--- config.mk ---
export PLATFORM = sky130hd
export DESIGN_NAME = register_uart
export DESIGN_NICKNAME = d
export VERILOG_FILES = /design/src/rtl/register_uart_pkg.sv /design/src/rtl/register_uart_sync_fifo.sv /design/src/rtl/register_uart.sv
export SDC_FILE = /design/constraint.sdc
export NUM_CORES = 1
export LEC_CHECK = 0
export BUFFER_PORTS_ARGS = -buffer_cell sky130_fd_sc_hd__buf_2
export CORE_ASPECT_RATIO = 1.75
export CORE_UTILIZATION = 55
export CTS_CLUSTER_SIZE = 20
export DETAILED_ROUTE_END_ITERATION = 10
export PLACE_DENSITY = 0.73
export REMOVE_ABC_BUFFERS = 1
export SKIP_LAST_GASP = 1
export SLEW_MARGIN = 30
export SYNTH_ARGS = -nofsm -noshare
export SYNTH_HDL_FRONTEND = slang
export SYNTH_SLANG_ARGS = --single-unit
export TNS_END_PERCENT = 10
--- constraint.sdc ---
create_clock -name clk -period 3.95 [get_ports clk]
set_input_delay 0.5925 -clock clk [delete_from_list [all_inputs] [get_ports clk]]
set_output_delay 0.5925 -clock clk [all_outputs]
set_load 0.02 [all_outputs]
--- src/rtl/register_uart_pkg.sv ---
// Shared definitions for the register-mapped UART: register offsets, status bit
// positions and the TX/RX state encodings.
package register_uart_pkg;

   localparam int DATA_OFFSET   = 0;
   localparam int STATUS_OFFSET = 1;

   localparam int ST_TX_FULL       = 0;
   localparam int ST_TX_EMPTY      = 1;
   localparam int ST_RX_VALID      = 2;
   localparam int ST_TX_OVERFLOW   = 3;
   localparam int ST_RX_OVERRUN    = 4;
   localparam int ST_RX_FRAME_ERR  = 5;

   // Sticky bits are kept as a 3-bit vector in status order (overflow, overrun, frame error).
   localparam int STICKY_BITS = 3;

   typedef enum logic [1:0] {
      TX_IDLE  = 2'd0,
      TX_START = 2'd1,
      TX_DATA  = 2'd2,
      TX_STOP  = 2'd3
   } tx_state_t;

   typedef enum logic [1:0] {
      RX_IDLE  = 2'd0,
      RX_START = 2'd1,
      RX_DATA  = 2'd2,
      RX_STOP  = 2'd3
   } rx_state_t;

   function automatic logic [15:0] pack_status(
      input logic                   tx_full,
      input logic                   tx_empty,
      input logic                   rx_valid,
      input logic [STICKY_BITS-1:0] sticky
   );
      logic [15:0] s;
      s                  = '0;
      s[ST_TX_FULL]      = tx_full;
      s[ST_TX_EMPTY]     = tx_empty;
      s[ST_RX_VALID]     = rx_valid;
      s[ST_TX_OVERFLOW]  = sticky[0];
      s[ST_RX_OVERRUN]   = sticky[1];
      s[ST_RX_FRAME_ERR] = sticky[2];
      return s;
   endfunction

endpackage

--- src/rtl/register_uart_sync_fifo.sv ---
// Synchronous FIFO with extra-MSB pointers; head is visible combinationally so
// a pop and the consumption of its data happen in the same cycle.
module sync_fifo #(
   parameter int WIDTH = 8,
   parameter int DEPTH = 8
) (
   input  logic             clk,
   input  logic             reset_n,
   input  logic             push,
   input  logic [WIDTH-1:0] push_data,
   input  logic             pop,
   output logic [WIDTH-1:0] head,
   output logic             full,
   output logic             empty
);

   localparam int AW = $clog2(DEPTH);

   logic [WIDTH-1:0] mem [DEPTH];
   logic [AW:0]      wr_ptr_reg;
   logic [AW:0]      rd_ptr_reg;
   logic             do_push;
   logic             do_pop;

   assign empty   = (wr_ptr_reg == rd_ptr_reg);
   assign full    = (wr_ptr_reg[AW] != rd_ptr_reg[AW]) &&
                    (wr_ptr_reg[AW-1:0] == rd_ptr_reg[AW-1:0]);
   assign do_pop  = pop && !empty;
   // A full FIFO still takes a push when the head leaves in the same cycle.
   assign do_push = push && (!full || do_pop);
   assign head    = mem[rd_ptr_reg[AW-1:0]];

   always_ff @(posedge clk) begin
      if (!reset_n) begin
         wr_ptr_reg <= '0;
         rd_ptr_reg <= '0;
      end else begin
         if (do_push) wr_ptr_reg <= wr_ptr_reg + 1'b1;
         if (do_pop)  rd_ptr_reg <= rd_ptr_reg + 1'b1;
      end
   end

   always_ff @(posedge clk) begin
      if (do_push) mem[wr_ptr_reg[AW-1:0]] <= push_data;
   end

endmodule

--- src/rtl/register_uart.sv ---
// Register-mapped 8N1 UART: data register feeds TX FIFO / drains RX FIFO,
// status register reports FIFO state and clear-on-read error flags.
module register_uart
   import register_uart_pkg::*;
#(
   parameter int BASE_INDEX     = 0,
   parameter int FIFO_DEPTH     = 8,
   parameter int CLOCKS_PER_BIT = 16
) (
   input  logic        clk,
   input  logic        reset_n,
   input  logic [6:0]  register_index,
   input  logic        register_read,
   input  logic        register_write,
   input  logic [15:0] register_write_value,
   output logic [15:0] register_read_value,
   output logic        uart_tx,
   input  logic        uart_rx
);

   localparam logic [6:0] DATA_INDEX   = 7'(BASE_INDEX + DATA_OFFSET);
   localparam logic [6:0] STATUS_INDEX = 7'(BASE_INDEX + STATUS_OFFSET);
   localparam int         CW           = $clog2(CLOCKS_PER_BIT);
   localparam logic [CW-1:0] BIT_LAST  = CW'(CLOCKS_PER_BIT - 1);
   localparam logic [CW-1:0] HALF_LAST = CW'(CLOCKS_PER_BIT / 2 - 1);

   logic sel_data;
   logic sel_status;
   logic data_read;
   logic data_write;
   logic status_read;

   logic       tx_pop;
   logic [7:0] tx_head;
   logic       tx_full;
   logic       tx_fifo_empty;
   logic [7:0] rx_head;
   logic       rx_full;
   logic       rx_empty;

   tx_state_t     tx_state_reg;
   logic [CW-1:0] tx_cnt_reg;
   logic [2:0]    tx_bit_reg;
   logic [7:0]    tx_shift_reg;

   logic          rx_meta_reg;
   logic          rx_sync_reg;
   logic          rx_sync_d_reg;
   rx_state_t     rx_state_reg;
   logic [CW-1:0] rx_cnt_reg;
   logic [2:0]    rx_bit_reg;
   logic [7:0]    rx_shift_reg;
   logic          rx_stop_wait_reg;
   logic          rx_done_reg;
   logic          rx_ferr_reg;

   logic [STICKY_BITS-1:0] sticky_reg;
   logic [STICKY_BITS-1:0] sticky_event;
   logic [15:0]            status_word;
   logic                   unused_high_bits;

   assign sel_data    = (register_index == DATA_INDEX);
   assign sel_status  = (register_index == STATUS_INDEX);
   assign data_read   = register_read && sel_data;
   assign data_write  = register_write && sel_data;
   assign status_read = register_read && sel_status;
   assign unused_high_bits = ^register_write_value[15:8];

   assign tx_pop = (tx_state_reg == TX_IDLE) && !tx_fifo_empty;

   sync_fifo #(.WIDTH(8), .DEPTH(FIFO_DEPTH)) u_tx_fifo (
      .clk       (clk),
      .reset_n   (reset_n),
      .push      (data_write),
      .push_data (register_write_value[7:0]),
      .pop       (tx_pop),
      .head      (tx_head),
      .full      (tx_full),
      .empty     (tx_fifo_empty)
   );

   sync_fifo #(.WIDTH(8), .DEPTH(FIFO_DEPTH)) u_rx_fifo (
      .clk       (clk),
      .reset_n   (reset_n),
      .push      (rx_done_reg),
      .push_data (rx_shift_reg),
      .pop       (data_read),
      .head      (rx_head),
      .full      (rx_full),
      .empty     (rx_empty)
   );

   // Transmitter: the shifter moves right so the next data bit is always at [1].
   always_ff @(posedge clk) begin
      if (!reset_n) begin
         tx_state_reg <= TX_IDLE;
         tx_cnt_reg   <= '0;
         tx_bit_reg   <= '0;
         tx_shift_reg <= '0;
         uart_tx      <= 1'b1;
      end else begin
         case (tx_state_reg)
            TX_IDLE: begin
               if (!tx_fifo_empty) begin
                  tx_shift_reg <= tx_head;
                  tx_cnt_reg   <= '0;
                  uart_tx      <= 1'b0;
                  tx_state_reg <= TX_START;
               end
            end
            TX_START: begin
               if (tx_cnt_reg == BIT_LAST) begin
                  tx_cnt_reg   <= '0;
                  tx_bit_reg   <= '0;
                  uart_tx      <= tx_shift_reg[0];
                  tx_state_reg <= TX_DATA;
               end else begin
                  tx_cnt_reg <= tx_cnt_reg + 1'b1;
               end
            end
            TX_DATA: begin
               if (tx_cnt_reg == BIT_LAST) begin
                  tx_cnt_reg <= '0;
                  if (tx_bit_reg == 3'd7) begin
                     uart_tx      <= 1'b1;
                     tx_state_reg <= TX_STOP;
                  end else begin
                     tx_bit_reg   <= tx_bit_reg + 1'b1;
                     uart_tx      <= tx_shift_reg[1];
                     tx_shift_reg <= {1'b0, tx_shift_reg[7:1]};
                  end
               end else begin
                  tx_cnt_reg <= tx_cnt_reg + 1'b1;
               end
            end
            TX_STOP: begin
               if (tx_cnt_reg == BIT_LAST) begin
                  tx_cnt_reg   <= '0;
                  tx_state_reg <= TX_IDLE;
               end else begin
                  tx_cnt_reg <= tx_cnt_reg + 1'b1;
               end
            end
         endcase
      end
   end

   always_ff @(posedge clk) begin
      if (!reset_n) begin
         rx_meta_reg   <= 1'b1;
         rx_sync_reg   <= 1'b1;
         rx_sync_d_reg <= 1'b1;
      end else begin
         rx_meta_reg   <= uart_rx;
         rx_sync_reg   <= rx_meta_reg;
         rx_sync_d_reg <= rx_sync_reg;
      end
   end

   // Receiver: counts restart at each sample point, so after the half-bit start
   // sample every later sample lands one full bit later, i.e. at mid-bit.
   always_ff @(posedge clk) begin
      if (!reset_n) begin
         rx_state_reg     <= RX_IDLE;
         rx_cnt_reg       <= '0;
         rx_bit_reg       <= '0;
         rx_shift_reg     <= '0;
         rx_stop_wait_reg <= 1'b0;
         rx_done_reg      <= 1'b0;
         rx_ferr_reg      <= 1'b0;
      end else begin
         rx_done_reg <= 1'b0;
         rx_ferr_reg <= 1'b0;
         case (rx_state_reg)
            RX_IDLE: begin
               rx_cnt_reg <= '0;
               if (rx_sync_d_reg && !rx_sync_reg) rx_state_reg <= RX_START;
            end
            RX_START: begin
               if (rx_cnt_reg == HALF_LAST) begin
                  rx_cnt_reg   <= '0;
                  rx_bit_reg   <= '0;
                  rx_state_reg <= rx_sync_reg ? RX_IDLE : RX_DATA;
               end else begin
                  rx_cnt_reg <= rx_cnt_reg + 1'b1;
               end
            end
            RX_DATA: begin
               if (rx_cnt_reg == BIT_LAST) begin
                  rx_cnt_reg   <= '0;
                  rx_shift_reg <= {rx_sync_reg, rx_shift_reg[7:1]};
                  if (rx_bit_reg == 3'd7) rx_state_reg <= RX_STOP;
                  else rx_bit_reg <= rx_bit_reg + 1'b1;
               end else begin
                  rx_cnt_reg <= rx_cnt_reg + 1'b1;
               end
            end
            RX_STOP: begin
               if (!rx_stop_wait_reg) begin
                  if (rx_cnt_reg == BIT_LAST) begin
                     rx_cnt_reg <= '0;
                     if (rx_sync_reg) begin
                        rx_done_reg  <= 1'b1;
                        rx_state_reg <= RX_IDLE;
                     end else begin
                        rx_ferr_reg      <= 1'b1;
                        rx_stop_wait_reg <= 1'b1;
                     end
                  end else begin
                     rx_cnt_reg <= rx_cnt_reg + 1'b1;
                  end
               end else if (rx_cnt_reg == HALF_LAST) begin
                  // Sit out the rest of a bad stop bit before hunting for a new start.
                  rx_cnt_reg       <= '0;
                  rx_stop_wait_reg <= 1'b0;
                  rx_state_reg     <= RX_IDLE;
               end else begin
                  rx_cnt_reg <= rx_cnt_reg + 1'b1;
               end
            end
         endcase
      end
   end

   assign sticky_event[0] = data_write && tx_full && !tx_pop;
   assign sticky_event[1] = rx_done_reg && rx_full && !(data_read && !rx_empty);
   assign sticky_event[2] = rx_ferr_reg;

   assign status_word = pack_status(tx_full, tx_fifo_empty && (tx_state_reg == TX_IDLE),
                                    !rx_empty, sticky_reg);

   genvar gi;
   generate
      for (gi = 0; gi < STICKY_BITS; gi++) begin : g_sticky
         always_ff @(posedge clk) begin
            if (!reset_n) sticky_reg[gi] <= 1'b0;
            else sticky_reg[gi] <= (sticky_reg[gi] && !status_read) || sticky_event[gi];
         end
      end
   endgenerate

   always_ff @(posedge clk) begin
      if (!reset_n) begin
         register_read_value <= '0;
      end else if (register_read) begin
         if (sel_data)        register_read_value <= rx_empty ? 16'h0000 : {8'h00, rx_head};
         else if (sel_status) register_read_value <= status_word;
         else                 register_read_value <= 16'h0000;
      end
   end

endmodule

==> flow_metrics.env, run 1 <==
export IMPL_status="complete, no violations"
export IMPL_ir_drop_mv=0.564
export IMPL_worst_pin_slew_ns=0.823
export IMPL_yosys_warnings=0
export IMPL_drc=0
export IMPL_drt_wl_total_um=18000
export IMPL_cap_violations=0
export IMPL_max_stage_delay_ns=0.62
export IMPL_path_clk_slew_ns=0.06
export IMPL_antenna_found_initial=0
export IMPL_nets=724
export IMPL_die_x_um=97.2
export IMPL_grt_pass1_vias=5489
export IMPL_clock_path_buffers=3
export IMPL_place_hpwl_um=12200
export IMPL_io_buffers=28
export IMPL_post_cts_buffers=0
export IMPL_cts_root_buf="clkbuf_16"
export IMPL_ys_ff_latch=202
export IMPL_yosys_top_cells_area="edfxtp_1 44%, dfxtp_1 17%, mux2i_1 5.9%"
export IMPL_timing_final_crit_period_ns=2.60
export IMPL_placed_cell_area_um2=8950
export IMPL_cp_buffers_inverters=1
export IMPL_ioPinCount=45
export IMPL_final_cell_count_no_fill=880
export IMPL_htreeDepth=1
export IMPL_cts_tree="done"
export IMPL_hold_viol_final=0
export IMPL_drive_gt1_share_pct=15.4
export IMPL_r2r_slack_ns=1.35
export IMPL_hold_buffers=0
export IMPL_tns_ns=0
export IMPL_antenna_cells=0
export IMPL_dr_total_vias=5401
export IMPL_cts_sinks=202
export IMPL_drt_initial_drc_count=267
export IMPL_wl_per_cell_um=20.4
export IMPL_hold_depth=2
export IMPL_worstSetupPathDepth=6
export IMPL_crit_arrival_ns=2.95
export IMPL_synth_edf_count=128
export IMPL_hold_class="primary input to register"
export IMPL_r2r_end="tx_shift_reg[7]"
export IMPL_areaGrowthSynthToFinish_pct=10.1
export IMPL_vias_per_cell=6.14
export IMPL_setup_violations=0
export IMPL_die_area_um2=16400
export IMPL_crit_path_start="tx_state_reg[0]"
export IMPL_start_kind="register"
export IMPL_slew_headroom_pct=45.1
export IMPL_synth_seq_area_share_pct=61.1
export IMPL_final_max_slew_viol_count=0
export IMPL_ys_flop_type="edfxtp_1"
export IMPL_grt_setup_unrepaired="false"
export IMPL_syn_instance_count=663
export IMPL_grt_max_degree=46
export IMPL_endpoint_kind="register"
export IMPL_globalplace_congestion=0.790
export IMPL_avgSynthCellArea_um2=13.1
export IMPL_final_area_um2=9590
export IMPL_power_leakage_uw=0.00324
export IMPL_num_rows=60
export IMPL_fin_skew_ns=0.0217
export IMPL_p_per_area_nw_per_um2=497
export IMPL_r2r_start="tx_state_reg[0]"
export IMPL_path_max_fanout=22
export IMPL_reg2regPathDepth=6
export IMPL_dp_cells=846
export IMPL_synth_top_area_share_pct=44.1
export IMPL_post_route_period_util_pct=65.9
export IMPL_crit_family="compound AO/OA/AOI/OAI gates"
export IMPL_insertion_delay_ns=0.50
export IMPL_track_usage_pct=22.1
export IMPL_fin_worst_hold_slack_ns=0.295
export IMPL_synth_area_leader_cell="edfxtp_1"
export IMPL_crit_chain="inv_1 -> ha_1 -> nand2b_1 -> o21a_1 -> a21oi_1 -> o21ai_0"
export IMPL_initial_utilization_pct=56.4
export IMPL_required_ns=4.29
export IMPL_drtAntennaViolNets=0
export IMPL_synth_area_um2=8720
export IMPL_worstSetupEndpoint="tx_shift_reg[7]"
export IMPL_cp_slowest_cell="ha_1"
export IMPL_grt_first_pass_wirelength_um=28300
export IMPL_grt_ovfl_total=0
export IMPL_async_flop_share_pct=0
export IMPL_synth_cell_types=66
export IMPL_die_h_um=169
export IMPL_critical_path_class="register to register"
export IMPL_numCtsBuffers=19
export IMPL_fmax_mhz=384
export IMPL_cts_resized=0
export IMPL_firstDrtPassIters=5
export IMPL_core_area_um2=15500
==> placed cells by master, fill, tap and decap left out, types with 9 or more instances in the layout <==
cell type  synthesis  layout
clkbuf_16          0      19
o21ai_0           18      18
o211ai_1          10      10
nor2_1            38      38
dfxtp_1           74      74
nand3_1           14      14
a22oi_1           16      16
mux2i_1           51      51
nand2b_1          15      15
inv_1             19      19
buf_4             10      10
nor3_1            13      13
buf_2             12      28
a21oi_1           20      20
edfxtp_1         128     128
ha_1              15      15
nand2_1           35      35
mux4_2            17      17
mux2_2             9       9
==> cells in the mapped netlist (all sizes together), types with 8 or more instances <==
master,instances
edfxtp,128
dfxtp,74
mux2i,51
nor2,39
nand2,35
buf,26
clkbuf,22
a21oi,20
inv,20
o21ai,19
mux4,17
a22oi,16
ha,15
nand2b,15
nand3,14
nor3,13
o211ai,10
mux2,9
a31oi,8
nand3b,8
o311ai,8
==> through the flow <==
step | worst slack (ns) | power [uW] | utilization (%)
floorplan | 1.06 | 2770 | -
global placement | 0.993 | 2910 | 57.9
detailed placement | 0.949 | 2940 | 57.9
CTS | 1.36 | 4800 | 62.0
global route | 1.07 | 4950 | 62.0
finish | 1.35 | 4770 | 62.0
==> worst min-delay path by stage <==
stage,slack [ns],start,end
6_report,0.29,uart_rx,rx_meta_reg
5_1_grt,0.28,uart_rx,rx_meta_reg
3_3_place_gp,0.40,rx_meta_reg,rx_sync_reg
2_1_floorplan,0.39,rx_meta_reg,rx_sync_reg
3_5_place_dp,0.42,rx_meta_reg,rx_sync_reg
4_1_cts,0.29,uart_rx,rx_meta_reg
==> where the power goes <==
group          internal [uW]  leakage (uW)  switching, uW
sequential              2270       0.00177           32.9
clock                   1100      0.000312            781
combinational            220       0.00117            374
==> area by class of cell <==
cell class / instances / area [um^2]
flip-flops and latches: 202 / 5330
multi-input cells: 400 / 3100
well taps: 186 / 233
fillers: 1138 / 5870
clock buffers: 21 / 483
inverters: 20 / 75.1
clock inverters: 13 / 161
repair buffers: 38 / 215
==> worst reg2reg max path, cell delays in order, from the launching register on <==
cell,delay [ns]
dfxtp_1,0.34
inv_1,0.12
ha_1,0.62
nand2b_1,0.42
o21a_1,0.28
a21oi_1,0.50
o21ai_0,0.19
==> cells by family after synthesis <==
| group | share of synthesized area (%) |
|---|---|
| AND/OR/NAND/NOR | 11.0 |
| multiplexers | 11.4 |
| buffers and inverters | 3.62 |
| flip-flops | 61.1 |
| XOR/XNOR | 1.39 |
| AO/OA/AOI/OAI | 9.27 |
| adder cells (fa/ha/maj) | 2.15 |
| other | 0.0430 |
==> metal layers <==
| metal | vias up | routed length, um | track usage, % | part of all wire (%) |
|---|---|---|---|---|
| li1 | 2532 | - | - | - |
| met3 | 45 | 861 | 3.47 | 4.8 |
| met4 | 0 | 746 | 11.0 | 4.2 |
| met2 | 153 | 10000 | 42.3 | 56 |
| met5 | - | 0 | 0 | 0 |
| met1 | 2671 | 6350 | 23.0 | 35 |
(Power assumes the default switching activity.)
==> run 2: changes to the inputs <==
PLACE_DENSITY = 0.76   (was 0.73)
clock period = 2.1 ns   (was 3.95 ns; I/O delays follow)
==> flow_metrics.env, run 2 (synthesized netlist as in run 1, its figures left out) <==
export IMPL_path_clk_slew_ns=0.07
export IMPL_placed_cell_area_um2=9380
export IMPL_layout_common_cells="128 x edfxtp_1, 74 x dfxtp_1, 51 x mux2i_1"
export IMPL_ir_drop_mv=0.769
export IMPL_crit_family="simple AND/OR/NAND/NOR gates"
export IMPL_grt_ovfl_total=0
export IMPL_timing_final_crit_period_ns=2.06
export IMPL_dr_total_vias=5525
export IMPL_vias_per_cell=5.99
export IMPL_cts_sinks=202
export IMPL_cap_violations=0
export IMPL_crit_chain="xor2_2 -> or4_1 -> o211ai_1 -> buf_4 -> nor2_1 -> buf_4"
export IMPL_tns_ns=0
export IMPL_die_h_um=169
export IMPL_hold_class="primary input to register"
export IMPL_final_max_slew_viol_count=0
export IMPL_antenna_found_initial=0
export IMPL_io_buffers=28
export IMPL_worst_pin_slew_ns=0.624
export IMPL_numCtsBuffers=18
export IMPL_fin_skew_ns=0.0298
export IMPL_critical_path_class="register to register"
export IMPL_seq_area_um2=5330
export IMPL_antenna_cells=0
export IMPL_cp_slowest_cell="or4_1"
export IMPL_nets=767
export IMPL_grt_setup_unrepaired="false"
export IMPL_fmax_mhz=486
export IMPL_areaGrowthSynthToFinish_pct=14.2
export IMPL_crit_arrival_ns=2.30
export IMPL_hold_buffers=0
export IMPL_fin_util_pct=64.3
export IMPL_cts_tree="done"
export IMPL_setup_violations=0
export IMPL_firstDrtPassIters=5
export IMPL_path_max_fanout=8
export IMPL_grt_pass1_vias=5580
export IMPL_track_usage_pct=22.3
export IMPL_drt_wl_total_um=17900
export IMPL_p_per_area_nw_per_um2=871
export IMPL_place_hpwl_um=12900
export IMPL_status="complete, no violations"
export IMPL_final_common_cell="edfxtp_1"
export IMPL_insertion_delay_ns=0.50
export IMPL_drive_gt1_share_pct=20.7
export IMPL_core_area_um2=15500
export IMPL_slew_headroom_pct=58.0
export IMPL_max_stage_delay_ns=0.62
export IMPL_cts_root_buf="clkbuf_16"
export IMPL_die_x_um=97.2
export IMPL_endpoint_kind="register"
export IMPL_cpMostUsedCell="buf_4"
export IMPL_cp_buffers_inverters=2
export IMPL_grt_first_pass_wirelength_um=28500
export IMPL_initial_utilization_pct=56.4
export IMPL_setup_ws_ns=0.0423
export IMPL_drtAntennaViolNets=0
export IMPL_n_fill_cell=1133
export IMPL_globalplace_congestion=0.821
export IMPL_grt_max_degree=30
export IMPL_drt_initial_drc_count=200
export IMPL_ioPinCount=45
export IMPL_post_route_period_util_pct=98.0
export IMPL_drc=0
export IMPL_die_area_um2=16400
export IMPL_htreeDepth=1
export IMPL_start_kind="register"
export IMPL_fin_worst_hold_slack_ns=0.0248
export IMPL_power_leakage_uw=0.00345
export IMPL_clock_path_buffers=3
export IMPL_final_area_um2=9950
export IMPL_required_ns=2.34
export IMPL_multi_input_area_um2=3110
export IMPL_wl_per_cell_um=19.4
export IMPL_num_rows=60
export IMPL_hold_viol_final=0
export IMPL_post_place_ws_ns=-0.110
==> run 2: worst paths after layout <==
path                           startpoint                  end  slack, ns  depth (start not counted)
hold reg to reg               rx_meta_reg          rx_sync_reg       0.42                          1
setup reg to reg  u_tx_fifo.wr_ptr_reg[1]  u_tx_fifo.mem[6][2]       0.04                          6
hold / removal                    uart_rx          rx_meta_reg       0.02                          2
setup / recovery  u_tx_fifo.wr_ptr_reg[1]  u_tx_fifo.mem[6][2]       0.04                          6
==> run 2: final cells by class <==
| cell class | instances | area share (%) |
|---|---|---|
| clock buffer | 23 | 5.02 |
| clock inverter | 9 | 0.616 |
| inverter | 20 | 0.755 |
| multi-input combinational | 400 | 31.3 |
| sequential | 202 | 53.5 |
| tap | 186 | 2.34 |
| timing repair buffer | 82 | 6.49 |
==> run 2: metrics by stage <==
stage          instances  total power [uW]
3_5_place_dp         889              5640
6_report             922              8670
2_1_floorplan        622              5200
3_3_place_gp         889              5580
4_1_cts              921              8710
5_1_grt              922              8970
==> run 2: report_power, final <==
group / leakage (uW) / internal, uW / switching (uW)
Combinational: 0.00142 / 513 / 716
Clock: 0.000268 / 1700 / 1410
Sequential: 0.00177 / 4270 / 67.3
Total: 0.00345 / 6480 / 2190
==> run 2: layer usage <==
metal | part of all wire, % | wire, um | track usage (%)
met5 | 0 | 0 | 0
met4 | 3.8 | 689 | 10.6
met3 | 3.7 | 669 | 2.15
met2 | 57 | 10100 | 43.1
met1 | 36 | 6420 | 23.9
==> run 2: repair_timing <==
item	CTS	global route
buffers inserted	0	1
setup endpoints to repair	0	28
resized for setup	0	1
hold endpoints to repair	0	0
==> run 3: changes to the inputs <==
RECOVER_POWER = 50   (was not set)
REMOVE_ABC_BUFFERS = not set   (was 1)
SLEW_MARGIN = 5   (was 30)
==> flow_metrics.env, run 3 (synthesized netlist as in run 1, its figures left out) <==
export IMPL_slew_headroom_pct=40.6
export IMPL_firstDrtPassIters=5
export IMPL_timing_final_crit_period_ns=2.09
export IMPL_num_rows=60
export IMPL_clock_path_buffers=3
export IMPL_p_int_uw=6790
export IMPL_power_share_clock_pct=38.1
export IMPL_core_area_um2=15500
export IMPL_insertion_delay_ns=0.48
export IMPL_grt_setup_unrepaired="true"
export IMPL_layout_common_cells="128 x edfxtp_1, 74 x dfxtp_1, 51 x mux2i_1"
export IMPL_initial_utilization_pct=56.4
export IMPL_htreeDepth=1
export IMPL_cts_tree="done"
export IMPL_setup_violations=0
export IMPL_path_max_fanout=8
export IMPL_io_buffers=28
export IMPL_wl_met1_um=6370
export IMPL_required_ns=2.34
export IMPL_die_x_um=97.2
export IMPL_power_leakage_uw=0.00340
export IMPL_hold_viol_final=0
export IMPL_grt_first_pass_wirelength_um=29000
export IMPL_grt_pass1_vias=5815
export IMPL_grt_ovfl_total=0
export IMPL_final_max_slew_viol_count=0
export IMPL_ir_drop_mv=0.726
export IMPL_met3_length_um=646
export IMPL_globalplace_congestion=0.822
export IMPL_path_clk_slew_ns=0.06
export IMPL_fin_worst_hold_slack_ns=0.0910
export IMPL_die_area_um2=16400
export IMPL_fmax_mhz=479
export IMPL_hold_class="primary input to register"
export IMPL_antenna_cells=0
export IMPL_track_usage_pct=22.8
export IMPL_r2r_start="u_tx_fifo.wr_ptr_reg[1]"
export IMPL_drtAntennaViolNets=0
export IMPL_dr_total_vias=5534
export IMPL_dp_cells=884
export IMPL_p_per_area_nw_per_um2=895
export IMPL_areaGrowthSynthToFinish_pct=14.9
export IMPL_cts_root_buf="clkbuf_16"
export IMPL_endpoint_kind="register"
export IMPL_start_kind="register"
export IMPL_critical_path_class="register to register"
export IMPL_n_fill_cell=1125
export IMPL_hold_start="uart_rx"
export IMPL_cap_violations=0
export IMPL_routed_wl_met2_um=10500
export IMPL_ioPinCount=45
export IMPL_post_route_period_util_pct=99.4
export IMPL_power_frac_comb_pct=13.6
export IMPL_multi_input_area_um2=3150
export IMPL_nets=762
export IMPL_wl_per_cell_um=19.9
export IMPL_die_h_um=169
export IMPL_final_common_cell="edfxtp_1"
export IMPL_dr_max_layer_used="met4"
export IMPL_netSwitchingPower_uw=2180
export IMPL_drt_initial_drc_count=368
export IMPL_drt_wl_total_um=18200
export IMPL_place_hpwl_um=13000
export IMPL_drive_gt1_share_pct=18.3
export IMPL_final_cell_count_no_fill=917
export IMPL_crit_path_start="u_tx_fifo.wr_ptr_reg[1]"
export IMPL_drc=0
export IMPL_cts_sinks=202
export IMPL_grt_max_degree=30
export IMPL_numCtsBuffers=18
export IMPL_fin_skew_ns=0.0159
export IMPL_worst_pin_slew_ns=0.891
export IMPL_power_switching_share_pct=24.3
export IMPL_antenna_found_initial=0
export IMPL_seq_area_um2=5330
export IMPL_vias_per_cell=6.03
export IMPL_crit_arrival_ns=2.33
export IMPL_seq_power_share_pct=48.3
export IMPL_status="complete, no violations"
[run 3: path summary, 6_finish.rpt]
path	end	slack, ns	cells after the start
worst max-delay path	u_tx_fifo.mem[5][4]	0.01	6
worst min-delay path	rx_meta_reg	0.09	2
worst min register to register	rx_sync_reg	0.44	1
worst max register to register	u_tx_fifo.mem[5][4]	0.01	6
[run 3: critical path, stage by stage, from the launching register on]
cell	delay, ns
dfxtp_1	0.36
xor2_2	0.19
or4_1	0.55
buf_4	0.19
o21ai_4	0.29
nor3_2	0.08
buf_4	0.18
[run 3: layout make-up]
cell class / count / share of cell area (%)
clock buffer: 26 / 5.31
clock inverter: 6 / 0.900
inverter: 20 / 0.750
multi-input combinational: 400 / 31.5
sequential: 202 / 53.2
tap: 186 / 2.32
timing repair buffer: 77 / 6.04
[run 3: stage by stage]
| stage | TNS (ns) | setup slack [ns] | area [um^2] | utilization [%] | total power [uW] |
|---|---|---|---|---|---|
| final | 0 | 0.0122 | 10000 | 64.7 | 8960 |
| after global routing | -3.04 | -0.0883 | 10000 | 64.7 | 9270 |
| after CTS | 0 | 0.0272 | 10000 | 64.9 | 9000 |
| after detailed placement | -10.32 | -0.183 | 9410 | 60.8 | 5620 |
| after global placement | -7.71 | -0.138 | 9410 | 60.8 | 5560 |
| after floorplan | -4.45 | -0.112 | 8790 | - | 5260 |
[run 3: what timing repair did]
action	4_1_cts	5_1_grt
setup endpoints to repair	16	55
hold endpoints to repair	0	0
pin swaps	1	0
hold buffers	0	0
setup buffers	1	0
resized for setup	0	1
[run 3: metal layers]
layer,global-route usage (%),vias to the layer above
li1,-,2614
met1,22.2,2709
met2,46.4,156
met3,2.77,55
met4,10.1,0
met5,0,-
[run 3: power groups by stage]
stage	clock network (uW)	logic, uW	registers [uW]
global route	3610	1320	4340
finish	3420	1210	4330
floorplan	0	855	4400
CTS	3460	1210	4330
global placement	0	1150	4410
detailed placement	0	1200	4420
